### config.mk
export PLATFORM = sky130hd
export DESIGN_NAME = serialize_tx
export DESIGN_NICKNAME = d
export VERILOG_FILES = /design/src/rtl/serialize_pkg.sv /design/src/rtl/piso_shift.sv /design/src/rtl/serialize_tx.sv
export SDC_FILE = /design/constraint.sdc
export NUM_CORES = 1
export LEC_CHECK = 0
export BUFFER_PORTS_ARGS = -buffer_cell sky130_fd_sc_hd__buf_4
export CAP_MARGIN = 15
export CELL_PAD_IN_SITES_DETAIL_PLACEMENT = 2
export CELL_PAD_IN_SITES_GLOBAL_PLACEMENT = 2
export CORE_ASPECT_RATIO = 1.4
export CORE_MARGIN = 3
export CORE_UTILIZATION = 35
export CTS_CLUSTER_DIAMETER = 30
export DETAILED_ROUTE_END_ITERATION = 8
export MAX_ROUTING_LAYER = met4
export PLACE_DENSITY_LB_ADDON = 0.1
export SLEW_MARGIN = 25
export SYNTH_ARGS = -nofsm -noshare
export SYNTH_HDL_FRONTEND = slang
export SYNTH_HIERARCHICAL = 1
export SYNTH_SLANG_ARGS = --single-unit
### constraint.sdc
create_clock -name fastClk -period 1.9 [get_ports fastClk]
set_input_delay 0.095 -clock fastClk [delete_from_list [all_inputs] [get_ports fastClk]]
set_output_delay 0.095 -clock fastClk [all_outputs]
set_load 0.02 [all_outputs]
### src/rtl/serialize_pkg.sv
// serialize_pkg: shared types and constants for the serialize_tx transmitter.
// Optional feature macro: SERIALIZE_TX_PARITY_EN (adds an even-parity bit per frame).
package serialize_pkg;

   typedef enum logic [1:0] {
      IDLE   = 2'd0,
      START  = 2'd1,
      DATA   = 2'd2,
      PARITY = 2'd3
   } tx_state_t;

   localparam logic START_BIT  = 1'b1;
   localparam logic IDLE_LEVEL = 1'b0;

   // Number of line cycles one frame occupies: start bit, data bits, optional parity
   function automatic int unsigned frame_len(input int unsigned width, input bit parity);
      return width + 32'd1 + (parity ? 32'd1 : 32'd0);
   endfunction

endpackage

### src/rtl/piso_shift.sv
// piso_shift: parallel-in serial-out shift register, MSB presented first.
module piso_shift #(
   parameter int unsigned DATA_WIDTH = 4
) (
   input  logic                  clk,
   input  logic                  rst,
   input  logic                  i_load,
   input  logic                  i_shift,
   input  logic [DATA_WIDTH-1:0] i_data,
   output logic                  o_msb
);

   logic [DATA_WIDTH-1:0] r_sh;

   // Load has priority over shift; shift moves the next bit into the MSB slot
   always_ff @(posedge clk or posedge rst) begin
      if (rst) begin
         r_sh <= '0;
      end else if (i_load) begin
         r_sh <= i_data;
      end else if (i_shift) begin
         r_sh <= {r_sh[DATA_WIDTH-2:0], 1'b0};
      end
   end

   assign o_msb = r_sh[DATA_WIDTH-1];

endmodule

### src/rtl/serialize_tx.sv
// serialize_tx: valid/ready word input, one-entry buffer, framed serial output
// (start bit then data MSB first). Define SERIALIZE_TX_PARITY_EN to append an
// even-parity bit to every frame.
import serialize_pkg::*;

module serialize_tx #(
   parameter int unsigned DATA_WIDTH = 4
) (
   input  logic                  fastClk,
   input  logic                  reset,
   input  logic [DATA_WIDTH-1:0] dataIn,
   input  logic                  valid,
   output logic                  ready,
   output logic                  dataOut,
   output logic                  busy
);

   localparam int unsigned CNT_W = (DATA_WIDTH > 2) ? $clog2(DATA_WIDTH) : 1;

   tx_state_t             r_state;
   tx_state_t             w_state_nxt;
   logic [DATA_WIDTH-1:0] r_buf;
   logic                  r_buf_full;
   logic [CNT_W-1:0]      r_bit_cnt;
   logic [CNT_W-1:0]      w_bit_cnt_nxt;
   logic                  r_dout;
   logic                  w_dout_nxt;
   logic                  r_busy;
   logic                  w_load;
   logic                  w_shift;
   logic                  w_msb;
   logic                  w_accept;
`ifdef SERIALIZE_TX_PARITY_EN
   logic                  r_par;
`endif

   assign w_accept = valid && !r_buf_full;
   assign ready    = !r_buf_full;
   assign dataOut  = r_dout;
   assign busy     = r_busy;

   piso_shift #(
      .DATA_WIDTH(DATA_WIDTH)
   ) u_piso (
      .clk    (fastClk),
      .rst    (reset),
      .i_load (w_load),
      .i_shift(w_shift),
      .i_data (r_buf),
      .o_msb  (w_msb)
   );

   // One-entry input buffer: filled on handshake, drained when a frame starts
   always_ff @(posedge fastClk or posedge reset) begin
      if (reset) begin
         r_buf      <= '0;
         r_buf_full <= 1'b0;
      end else if (w_load) begin
         r_buf_full <= 1'b0;
      end else if (w_accept) begin
         r_buf      <= dataIn;
         r_buf_full <= 1'b1;
      end
   end

`ifdef SERIALIZE_TX_PARITY_EN
   // Even-parity accumulator over the data bits as they go onto the line
   always_ff @(posedge fastClk or posedge reset) begin
      if (reset) begin
         r_par <= 1'b0;
      end else if (w_load) begin
         r_par <= 1'b0;
      end else if (w_shift) begin
         r_par <= r_par ^ w_msb;
      end
   end
`endif

   // FSM state and registered line outputs
   always_ff @(posedge fastClk or posedge reset) begin
      if (reset) begin
         r_state   <= IDLE;
         r_bit_cnt <= '0;
         r_dout    <= IDLE_LEVEL;
         r_busy    <= 1'b0;
      end else begin
         r_state   <= w_state_nxt;
         r_bit_cnt <= w_bit_cnt_nxt;
         r_dout    <= w_dout_nxt;
         r_busy    <= (w_state_nxt != IDLE);
      end
   end

   // Next-state, shifter control and next line level
   always_comb begin
      w_state_nxt   = r_state;
      w_bit_cnt_nxt = r_bit_cnt;
      w_dout_nxt    = r_dout;
      w_load        = 1'b0;
      w_shift       = 1'b0;
      case (r_state)
         IDLE: begin
            if (r_buf_full) begin
               w_state_nxt = START;
               w_load      = 1'b1;
               w_dout_nxt  = START_BIT;
            end
         end
         START: begin
            w_state_nxt   = DATA;
            w_dout_nxt    = w_msb;
            w_shift       = 1'b1;
            w_bit_cnt_nxt = CNT_W'(DATA_WIDTH - 1);
         end
         DATA: begin
            if (r_bit_cnt != '0) begin
               w_dout_nxt    = w_msb;
               w_shift       = 1'b1;
               w_bit_cnt_nxt = r_bit_cnt - CNT_W'(1);
`ifdef SERIALIZE_TX_PARITY_EN
            end else begin
               w_state_nxt = PARITY;
               w_dout_nxt  = r_par;
            end
`else
            end else if (r_buf_full) begin
               w_state_nxt = START;
               w_load      = 1'b1;
               w_dout_nxt  = START_BIT;
            end else begin
               w_state_nxt = IDLE;
               w_dout_nxt  = IDLE_LEVEL;
            end
`endif
         end
`ifdef SERIALIZE_TX_PARITY_EN
         PARITY: begin
            if (r_buf_full) begin
               w_state_nxt = START;
               w_load      = 1'b1;
               w_dout_nxt  = START_BIT;
            end else begin
               w_state_nxt = IDLE;
               w_dout_nxt  = IDLE_LEVEL;
            end
         end
`endif
         default: begin
            w_state_nxt = IDLE;
            w_dout_nxt  = IDLE_LEVEL;
         end
      endcase
   end

endmodule

# Word-level counts from Yosys, hierarchy flattened
# Cells that the tools add are included.
# word_totals
input_bits,7
latch_bits,0
rom_bits,0
elab_cells,41
mem_count,0
ramBits,0
out_inout_bits,3
reg_bits,15
# classes
mul,0
n_div,0
n_reduce_logical,10
n_lt_le_gt_ge,0
add_sub_neg,1
n_bitwise,1
shift,0
mux,18
eq_ne,4
# ops
operator,count
2-bit nonzero test,5
1-bit two-way mux,8
4-bit two-way mux,2
2-bit two-way mux,3
2-bit one-hot mux with 3 select lines,1
"2-bit != test, second input constant",2
1-bit one-hot mux with 2 select lines,2
2-bit one-hot mux with 2 select lines,1
2-bit AND reduction,2
1-bit one-hot mux with 3 select lines,1
"2-bit by 1-bit equality test with 1-bit output, second input constant",1
"2-bit equality test, second input constant",1
2-bit logical NOT,1
"2-bit by 1-bit subtractor with 2-bit output, second input constant",1
1-bit logical AND,1
1-bit logical NOT,1
1-bit NOT,1

# Depth between registers and ports, before layout
# Gate-level depths: netlist of run 1.
# depth
depth_word,5
depth_mapped,6
mapped_depth_nobuf,6

# By module
# Netlist of run 1, hierarchy kept.
# by_module_without_submodules
mod,n_inst,cells_per_inst,area_per_inst_um2
serialize_tx,1,53,596.8
piso_shift,1,17,175.2

# Least setup slack after synthesis of run 1
# OpenSTA, ideal clock, no wires.
# synth_timing
kind,reg-to-reg
from,register r_state[0]
to,register u_piso.r_sh[1]
synth_period_minus_slack_ns,1.505
arrival_ns,1.371
setup_slack_ns,0.395
required_time_ns,1.766
path_stages_with_launch,7
n_path_buf,0
path_cell_list,dfrtp_1 -> inv_1 -> ha_1 -> and2b_1 -> o21a_1 -> mux2i_1 -> o21ai_1
# synth_between
elab_chain_cells,3
# synth_rtl
item,line_no,source
"start, declared",serialize_tx.sv:20,tx_state_t r_state;
"start signal, assigned",serialize_tx.sv:87,r_state <= w_state_nxt;
2-bit equality test / 2-bit by 1-bit equality test with 1-bit output (equally long branches),serialize_tx.sv:101,case (r_state)
1-bit one-hot mux with 2 select lines *,serialize_tx.sv:101,
net w_shift,serialize_tx.sv:30,logic w_shift;
2-bit nonzero test (no line) *,-,
"end signal, assigned",piso_shift.sv:20,r_sh <= i_data;
"end signal, assigned",piso_shift.sv:22,"r_sh <= {r_sh[DATA_WIDTH-2:0], 1'b0};"
"end, declared",piso_shift.sv:13,logic [DATA_WIDTH-1:0] r_sh;
# Mark *: on every way through the listed nets, which the timed path passes. The rest lies on a longest branch.
# A chain may end at the register's enable or synchronous reset.

# Worst setup path in the final report of run 1
# layout_timing
from,register r_state[0]
to,register u_piso.r_sh[3]
# The elaborated chain is that of the path after synthesis.

==> out/qor.yml, run 1 <==
status:
  outcome: "finished clean"
global_route:
  grt_pass1_vias: 678
  grt_pass1_wl_um: 2950
  track_usage_pct: 15.5
  antenna_found_initial: 0
  overflow: 0
  grt_max_degree: 12
critical_path:
  cp_slowest_cell: "dfrtp_1"
  required_ps: 2070
  crit_arrival_ps: 1850
  startpoint_type: "register"
  path_class: "register to register"
  cp_max_fo: 8
  crit_path_max_incr_delay_ps: 450
  crit_path_cell_trace: "inv_1 -> ha_2 -> and2b_1 -> o21a_1 -> mux2i_1 -> o21ai_1"
  end_kind: "register"
final_layout:
  final_cells: 107
  n_antenna_cell: 0
  fill_cells: 225
  final_cell_area_um2: 920
  layout.nets: 100
  area_growth_pct: 19.1
  post-route-util_pct: 45.5
  layout-drive-gt1-share_pct: 26.7
run:
  drv_cap: 0
pwr:
  power_mw: 1.55
  pwr_density_cell_mw_per_mm2: 1690
  peakVddDrop_mv: 0.654
  power_leakage_nw: 0.451
die:
  die-height_um: 61.6
  fp.dieW_um: 45.7
  coreArea_mm2: 0.00202
  start_util_pct: 38.2
  dieArea_mm2: 0.00281
  rows: 19
  io_pins: 10
synth:
  syn_inst: 70
  syn_area_um2: 772
  yosys_warnings: 6
  async_flop_share_pct: 100
  ys.flop_type: "dfrtp_1"
  yosysMostFrequentCell: "dfrtp_1"
  synth_top_area_share_pct: 48.6
  synthTopCellsByCount: "dfrtp_1 (15), inv_1 (8), ha_1 (6)"
  syn_nets: 83
  netlist.top_cell.by_area: "dfrtp_1"
  synth_enable_flop_cells: 0
  syn_area_per_cell_um2: 11.0
  ys_ff_latch: 15
  synth_area_leaders: "dfrtp_1 (49%), ha_1 (9.7%), mux2_2 (7.3%)"
  synth.distinct_cells: 23
  ys_seq_area_share_pct: 48.6
detailed_routing:
  wl_um: 1710
  drt.antenna.violating_nets: 0
  drc_errors: 0
  drtIter0Drc: 8
  dr_total_vias: 552
  drt-pass1-iter-count: 3
  viasPerCell: 5.16
  wire_per_inst_um: 16.0
clocking:
  cts_tree: "built"
  cts_buffers: 3
  cts_sinks: 15
  clk_latency_ps: 280
  h-tree-depth: 1
  cts_max_path_buffers: 2
  root_buffer: "clkbuf_4"
  path_clk_slew_ps: 90
timing:
  min_period_ps: 1680
  rsz0062_at_grt: "false"
  fin_tns_setup_ps: 0
  hold_viol_final: 0
  timing.hold.ws_ps: 40.0
  tightest_slew_ps: 462
  setup_viol: 0
  period_share_pct: 88.3
  setup_slack_ps: 223
  skew_ps: 0.614
  fmax_mhz: 596
  slew_violations: 0
  relSlewSlack_pct: 69.1
place:
  dpl.hpwl_um: 1390
  dp.cells: 102
  placed_cell_area_um2: 881
  routabilityCongestion: 0.758
  port_buffers: 9
  pre_cts_slack_ps: 133
worst_hold_path:
  min_path_type: "input pin to register"
[power by group]
part	internal, mW	switching [mW]
registers	0.475	0.116
clock network	0.0814	0.103
logic	0.371	0.407
total	0.928	0.626
[sequential cells by signal (all words and copies together), names as in the netlist]
signal	cells
busy	1
r_buf	4
dataOut	1
r_bit_cnt	2
u_piso/r_sh	4
r_buf_full	1
r_state	2
[critical path, delay by kind of cell (launching register included)]
kind                     cells  cell delay, ps
adder cells (fa/ha/maj)      1             280
AO/OA/AOI/OAI                2             310
AND/OR/NAND/NOR              1             180
flip-flops                   1             450
multiplexers                 1             230
buffers and inverters        1             120
[cells by family after synthesis]
kind of cell,Yosys count,share of synthesized area [%]
buffers and inverters,8,3.89
DFF,15,48.6
xor gates and xnor gates,1,1.13
adders and majority gates,6,9.72
muxes,8,11.2
AOI/OAI and AO/OA,18,16.0
and+or+nand+nor,14,9.40
[metal layers]
layer | track usage [%] | wire [um]
met2 | 29.3 | 1020
met1 | 14.5 | 629
met3 | 1.75 | 39
met4 | 8.54 | 20
met5 | - | 0
[placed cells by master, fill, tap and decap left out, drive strengths merged]
cell type,Yosys,routed
dfrtp,15,15
buf,0,11
inv,8,8
ha,6,6
o21ai,6,6
mux2,5,5
nand2,5,5
a21oi,4,4
clkbuf,0,4
nor2,3,3
mux2i,3,3
nand2b,2,2
and2b,2,2
a21o,2,2
nor2b,2,2
a221oi,1,1
a211oi,1,1
a2bb2oi,1,1
o21a,1,1
a41oi,1,1
xor2,1,1
a22oi,1,1
dlygate4sd3,0,1
[repair_timing]
action | in CTS | in global routing
setup endpoints to repair | 0 | 1
hold buffers | 1 | 0
buffers inserted | 0 | 0
gates resized for setup | 0 | 1
hold endpoints to repair | 15 | 0
[worst paths after layout]
kind	depth (start not counted)	from	slack, ps	endpoint
max	6	r_state[0]$_DFF_PP0_	220	u_piso/r_sh[3]$_DFFE_PP0P_
min	2	dataIn[0]	40	r_buf[0]$_DFFE_PP0P_
max reg2reg	6	r_state[0]$_DFF_PP0_	220	u_piso/r_sh[3]$_DFFE_PP0P_
min reg2reg	2	r_buf[2]$_DFFE_PP0P_	510	u_piso/r_sh[2]$_DFFE_PP0P_
max in group asynchronous	3	reset	1200	r_state[1]$_DFF_PP0_
min in group asynchronous	3	reset	260	u_piso/r_sh[3]$_DFFE_PP0P_
[cell type report]
cell class                 count  area [um^2]  share of cell area [%]
inverter                       8         30.0                    3.27
clock buffer                   4         26.3                    2.86
tap                           21         26.3                    2.86
timing repair buffer          12         92.6                    10.1
sequential                    15          375                    40.8
multi-input combinational     47          369                    40.1
No activity file was read; power rests on OpenSTA's default activity.
==> inputs of run 2 (changes only) <==
--- a/config.mk
+++ b/config.mk
@@ -10,14 +10,15 @@
 export CELL_PAD_IN_SITES_DETAIL_PLACEMENT = 2
 export CELL_PAD_IN_SITES_GLOBAL_PLACEMENT = 2
 export CORE_ASPECT_RATIO = 1.4
-export CORE_MARGIN = 3
 export CORE_UTILIZATION = 35
 export CTS_CLUSTER_DIAMETER = 30
 export DETAILED_ROUTE_END_ITERATION = 8
 export MAX_ROUTING_LAYER = met4
 export PLACE_DENSITY_LB_ADDON = 0.1
+export REMOVE_ABC_BUFFERS = 1
 export SLEW_MARGIN = 25
 export SYNTH_ARGS = -nofsm -noshare
 export SYNTH_HDL_FRONTEND = slang
 export SYNTH_HIERARCHICAL = 1
 export SYNTH_SLANG_ARGS = --single-unit
+export TNS_END_PERCENT = 5
==> out/qor.yml, run 2 (synthesis gave the netlist of run 1 again) <==
final_layout:
  final_cell_area_um2: 917  # was 920 um^2
  layout.nets: 100  # unchanged
  largestRegisters: "r_buf x4, u_piso/r_sh x4"  # unchanged
  final_cell_mix: "dfrtp_1 (15), buf_4 (11), inv_1 (8)"  # unchanged
  area_growth_pct: 18.8  # was 19.1%
  layout_commonest_cell: "dfrtp_1"  # unchanged
  n_antenna_cell: 0  # unchanged
  post-route-util_pct: 45.4  # was 45.5%
  layout-drive-gt1-share_pct: 25.6  # was 26.7%
  final_cells: 107  # unchanged
  fill_cells: 220  # was 225
critical_path:
  cp_slowest_cell: "dfrtp_1"  # unchanged
  end_kind: "register"  # unchanged
  r2r_slack_ps: 190  # was 220 ps
  worstRegToRegCells: 6  # unchanged
  startpoint_type: "register"  # unchanged
  required_ps: 2080  # was 2070 ps
  crit_path_max_incr_delay_ps: 430  # was 450 ps
  regToRegEndpoint: "u_piso/r_sh[3]$_DFFE_PP0P_"  # unchanged
  cp_max_fo: 8  # unchanged
  path_buf_inv: 1  # unchanged
  reg2reg_from: "r_state[0]$_DFF_PP0_"  # unchanged
  path_class: "register to register"  # unchanged
  crit_family: "flip-flops"  # unchanged
  crit_arrival_ps: 1890  # was 1850 ps
  crit_path_cell_trace: "inv_1 -> ha_1 -> and2b_1 -> o21a_1 -> mux2i_1 -> o21ai_1"  # was inv_1 -> ha_2 -> and2b_1 -> o21a_1 -> mux2i_1 -> o21ai_1
timing:
  slew_violations: 0  # unchanged
  rsz0062_at_grt: "false"  # unchanged
  fmax_mhz: 584  # was 596 MHz
  skew_ps: 2.40  # was 0.614 ps
  tightest_slew_ps: 470  # was 462 ps
  period_share_pct: 90.1  # was 88.3%
  setup_slack_ps: 188  # was 223 ps
  relSlewSlack_pct: 68.7  # was 69.1%
  fin_tns_setup_ps: 0  # unchanged
  min_period_ps: 1710  # was 1680 ps
  setup_viol: 0  # unchanged
  hold_viol_final: 0  # unchanged
worst_hold_path:
  hp-start: "dataIn[2]"  # was dataIn[0]
  min_path_type: "input pin to register"  # unchanged
  min_path_cells: 2  # unchanged
  hold_end: "r_buf[2]$_DFFE_PP0P_"  # was r_buf[0]$_DFFE_PP0P_
detailed_routing:
  wl_um: 1750  # was 1710 um
  drtIter0Drc: 3  # was 8
  drt.antenna.violating_nets: 0  # unchanged
  viasPerCell: 5.22  # was 5.16
  wire_per_inst_um: 16.3  # was 16.0 um
  drt-pass1-iter-count: 2  # was 3
  drc_errors: 0  # unchanged
  dr_total_vias: 559  # was 552
global_route:
  track_usage_pct: 18.1  # was 15.5%
  overflow: 0  # unchanged
  antenna_found_initial: 0  # unchanged
  grt_max_degree: 12  # unchanged
  grt_pass1_vias: 648  # was 678
  grt_pass1_wl_um: 3110  # was 2950 um
clocking:
  cts_sinks: 15  # unchanged
  cts_buffers: 3  # unchanged
  cts_tree: "built"  # unchanged
  clk_latency_ps: 280  # about the same
  root_buffer: "clkbuf_4"  # unchanged
  cts_resized: 0  # unchanged
  h-tree-depth: 1  # unchanged
  path_clk_slew_ps: 90  # about the same
  cts_max_path_buffers: 2  # unchanged
place:
  pre_cts_slack_ps: 187  # was 133 ps
  dpl.hpwl_um: 1400  # was 1390 um
  routabilityCongestion: 0.734  # was 0.758
  placed_cell_area_um2: 881  # unchanged
  dp.cells: 102  # unchanged
  port_buffers: 9  # unchanged
die:
  io_pins: 10  # unchanged
  die-height_um: 57.6  # was 61.6 um
  dieArea_mm2: 0.00240  # was 0.00281 mm^2
  fp.dieW_um: 41.7  # was 45.7 um
  coreArea_mm2: 0.00202  # unchanged
  rows: 19  # unchanged
  start_util_pct: 38.2  # unchanged
pwr:
  peakVddDrop_mv: 0.623  # was 0.654 mV
  pwr_density_cell_mw_per_mm2: 1700  # was 1690 mW/mm^2
  power_leakage_nw: 0.452  # was 0.451 nW
status:
  outcome: "finished clean"  # unchanged
run:
  drv_cap: 0  # unchanged
[run 2: layout make-up]
| type | count | area [um^2] | share of cell area (%) |
|---|---|---|---|
| Tap cell | 21 | 26.3 | 2.86 |
| Timing Repair Buffer | 12 | 92.6 | 10.1 |
| Inverter | 8 | 30.0 | 3.27 |
| Clock buffer | 4 | 26.3 | 2.86 |
| Multi-Input combinational cell | 47 | 367 | 40.0 |
| Sequential cell | 15 | 375 | 40.9 |
[run 2: repair_timing]
action                                 CTS  global route
hold buffers                             1             0
endpoints found under the hold margin   15             0
buffers inserted                         0             0
[run 2: metal layers]
metal	track usage [%]	wire length, um
met1	19.3	690
met2	33.0	1010
met3	1.90	28
met4	8.29	20
met5	-	0
[run 2: metrics by stage]
| step | power, mW | hold slack, ps |
|---|---|---|
| 2_1_floorplan | 1.13 | -139 |
| 3_3_place_gp | 1.35 | 2.17 |
| 3_5_place_dp | 1.40 | 8.69 |
| 4_1_cts | 1.60 | 25.9 |
| 5_1_grt | 1.71 | 24.5 |
| 6_report | 1.56 | 38.0 |
[run 2: worst max path at each step]
stage | start | end | cells past startpoint
2_1_floorplan | r_state[0]$_DFF_PP0_ | u_piso/r_sh[1]$_DFFE_PP0P_ | 6
3_3_place_gp | r_state[0]$_DFF_PP0_ | u_piso/r_sh[1]$_DFFE_PP0P_ | 6
3_5_place_dp | r_state[0]$_DFF_PP0_ | u_piso/r_sh[3]$_DFFE_PP0P_ | 6
4_1_cts | r_state[0]$_DFF_PP0_ | u_piso/r_sh[3]$_DFFE_PP0P_ | 6
5_1_grt | r_state[0]$_DFF_PP0_ | u_piso/r_sh[2]$_DFFE_PP0P_ | 6
6_report | r_state[0]$_DFF_PP0_ | u_piso/r_sh[3]$_DFFE_PP0P_ | 6
[run 2: where the power goes]
part | switching [mW] | total (mW) | internal, mW
clock | 0.104 | 0.185 | 0.0815
combinational | 0.419 | 0.790 | 0.371
sequential | 0.112 | 0.587 | 0.475
==> inputs of run 3 (changes only) <==
--- a/config.mk
+++ b/config.mk
@@ -16,6 +16,7 @@
 export MAX_ROUTING_LAYER = met4
 export PLACE_DENSITY_LB_ADDON = 0.1
 export REMOVE_ABC_BUFFERS = 1
+export SETUP_SLACK_MARGIN = 0.2
 export SLEW_MARGIN = 25
 export SYNTH_ARGS = -nofsm -noshare
 export SYNTH_HDL_FRONTEND = slang
==> out/qor.yml, run 3 (synthesis gave the netlist of run 1 again) <==
clocking:
  cts_tree: "built"  # unchanged
  cts_max_path_buffers: 2  # unchanged
  clk_latency_ps: 280  # about the same
  path_clk_slew_ps: 90  # about the same
  h-tree-depth: 1  # unchanged
  cts_buffers: 3  # unchanged
  root_buffer: "clkbuf_4"  # unchanged
  cts_sinks: 15  # unchanged
pwr:
  power_leakage_nw: 0.451  # was 0.452 nW
  p_clk_share_pct: 11.8  # was 11.9%
  combPwrFrac_pct: 50.8  # was 50.6%
  p_sw_mw: 0.635  # was 0.634 mW
  power_mw: 1.57  # was 1.56 mW
  pwr_density_cell_mw_per_mm2: 1700  # about the same
  power_switching_share_pct: 40.5  # was 40.6%
  p_int_mw: 0.934  # was 0.928 mW
  peakVddDrop_mv: 0.624  # was 0.623 mV
  seqPwrFrac_pct: 37.4  # was 37.6%
detailed_routing:
  drt.antenna.violating_nets: 0  # unchanged
  viasPerCell: 5.21  # was 5.22
  wl_um: 1750  # about the same
  drtIter0Drc: 6  # was 3
  drc_errors: 0  # unchanged
  dr_total_vias: 558  # was 559
  wire_per_inst_um: 16.4  # was 16.3 um
  drt-pass1-iter-count: 2  # unchanged
critical_path:
  required_ps: 2110  # was 2080 ps
  cp_max_fo: 8  # unchanged
  end_kind: "register"  # unchanged
  startpoint_type: "register"  # unchanged
  path_class: "register to register"  # unchanged
  crit_arrival_ps: 1800  # was 1890 ps
place:
  dpl.hpwl_um: 1400  # unchanged
  placed_cell_area_um2: 881  # unchanged
  port_buffers: 9  # unchanged
  routabilityCongestion: 0.734  # unchanged
final_layout:
  final_cell_mix: "dfrtp_1 (15), buf_4 (11), inv_1 (8)"  # unchanged
  n_antenna_cell: 0  # unchanged
  layout.nets: 100  # unchanged
  final_cell_area_um2: 921  # was 917 um^2
  largestRegisters: "r_buf x4, u_piso/r_sh x4"  # unchanged
  layout_commonest_cell: "dfrtp_1"  # unchanged
  layout-drive-gt1-share_pct: 27.9  # was 25.6%
  area_growth_pct: 19.3  # was 18.8%
global_route:
  track_usage_pct: 18.1  # unchanged
  antenna_found_initial: 0  # unchanged
  overflow: 0  # unchanged
  grt_pass1_vias: 648  # unchanged
  grt_max_degree: 12  # unchanged
  grt_pass1_wl_um: 3110  # unchanged
timing:
  relSlewSlack_pct: 68.8  # was 68.7%
  min_period_ps: 1590  # was 1710 ps
  slew_violations: 0  # unchanged
  fmax_mhz: 629  # was 584 MHz
  hold_viol_final: 0  # unchanged
  timing.hold.ws_ps: 38.0  # about the same
  period_share_pct: 83.7  # was 90.1%
  skew_ps: 2.50  # was 2.40 ps
  fin_tns_setup_ps: 0  # unchanged
  tightest_slew_ps: 468  # was 470 ps
  rsz0062_at_grt: "true"  # was false
  setup_viol: 0  # unchanged
worst_hold_path:
  min_path_type: "input pin to register"  # unchanged
die:
  fp.dieW_um: 41.7  # unchanged
  rows: 19  # unchanged
  dieArea_mm2: 0.00240  # unchanged
  io_pins: 10  # unchanged
  die-height_um: 57.6  # unchanged
  start_util_pct: 38.2  # unchanged
  coreArea_mm2: 0.00202  # unchanged
run:
  drv_cap: 0  # unchanged
status:
  outcome: "finished clean"  # unchanged
[run 3: cell types whose count changed in the layout (fill, tap and decap cells not counted)]
| cell | previous run | this run |
|---|---|---|
| o21a_2 | 0 | 1 |
| o21a_1 | 1 | 0 |
| ha_1 | 6 | 5 |
| ha_2 | 0 | 1 |
[run 3: worst max-delay path, cell delays in order (launching register included)]
cell,delay (ps)
dfrtp_1,420
inv_1,90
ha_2,250
a21oi_1,230
nor2_1,70
buf_4,160
nand2b_1,140
o21ai_0,150
[run 3: cell type report]
cell class,instances,area (um^2)
multi-input combinational,47,370
tap,21,26.3
sequential,15,375
inverter,8,30.0
fill,218,1100
clock buffer,4,26.3
timing repair buffer,12,92.6
[run 3: worst paths after layout]
check | from | endpoint | slack (ps) | cells past startpoint
worst max-delay path | r_state[0]$_DFF_PP0_ | u_piso/r_sh[0]$_DFFE_PP0P_ | 310 | 7
worst min-delay path | dataIn[2] | r_buf[2]$_DFFE_PP0P_ | 40 | 2
worst max register to register | r_state[0]$_DFF_PP0_ | u_piso/r_sh[0]$_DFFE_PP0P_ | 310 | 7
worst min register to register | r_buf[0]$_DFFE_PP0P_ | r_buf[0]$_DFFE_PP0P_ | 510 | 1
max in group asynchronous | reset | r_buf_full$_DFFE_PP0P_ | 1200 | 3
min in group asynchronous | reset | u_piso/r_sh[1]$_DFFE_PP0P_ | 260 | 3
[run 3: metal layers]
| layer | vias up | share of wire [%] | track usage (%) |
|---|---|---|---|
| met5 | - | 0 | - |
| met3 | 2 | 1.6 | 1.90 |
| met1 | 280 | 40 | 19.3 |
| met4 | 0 | 1.1 | 8.29 |
| li1 | 269 | - | - |
| met2 | 7 | 58 | 33.0 |
[run 3: what timing repair did]
action                                  CTS  global route
endpoints found under the setup margin    3             4
cloned                                    0             0
endpoints found under the hold margin    15             0
buffers inserted                          0             0
hold buffers                              1             0
gates resized for setup                   1             1
[run 3: power by group through the flow]
stage	sequential (mW)	combinational [mW]	clock, mW
after floorplan	0.589	0.538	0
after detailed placement	0.599	0.802	0
final	0.587	0.797	0.185
after global placement	0.591	0.763	0
after CTS	0.590	0.813	0.199
after global routing	0.609	0.895	0.210
[run 3: metrics by stage]
step	std cells	setup slack [ps]	util [%]
2_1_floorplan	70	395	-
3_3_place_gp	102	267	43.6
3_5_place_dp	102	187	43.6
4_1_cts	107	251	45.5
5_1_grt	107	161	45.6
6_report	107	310	45.6
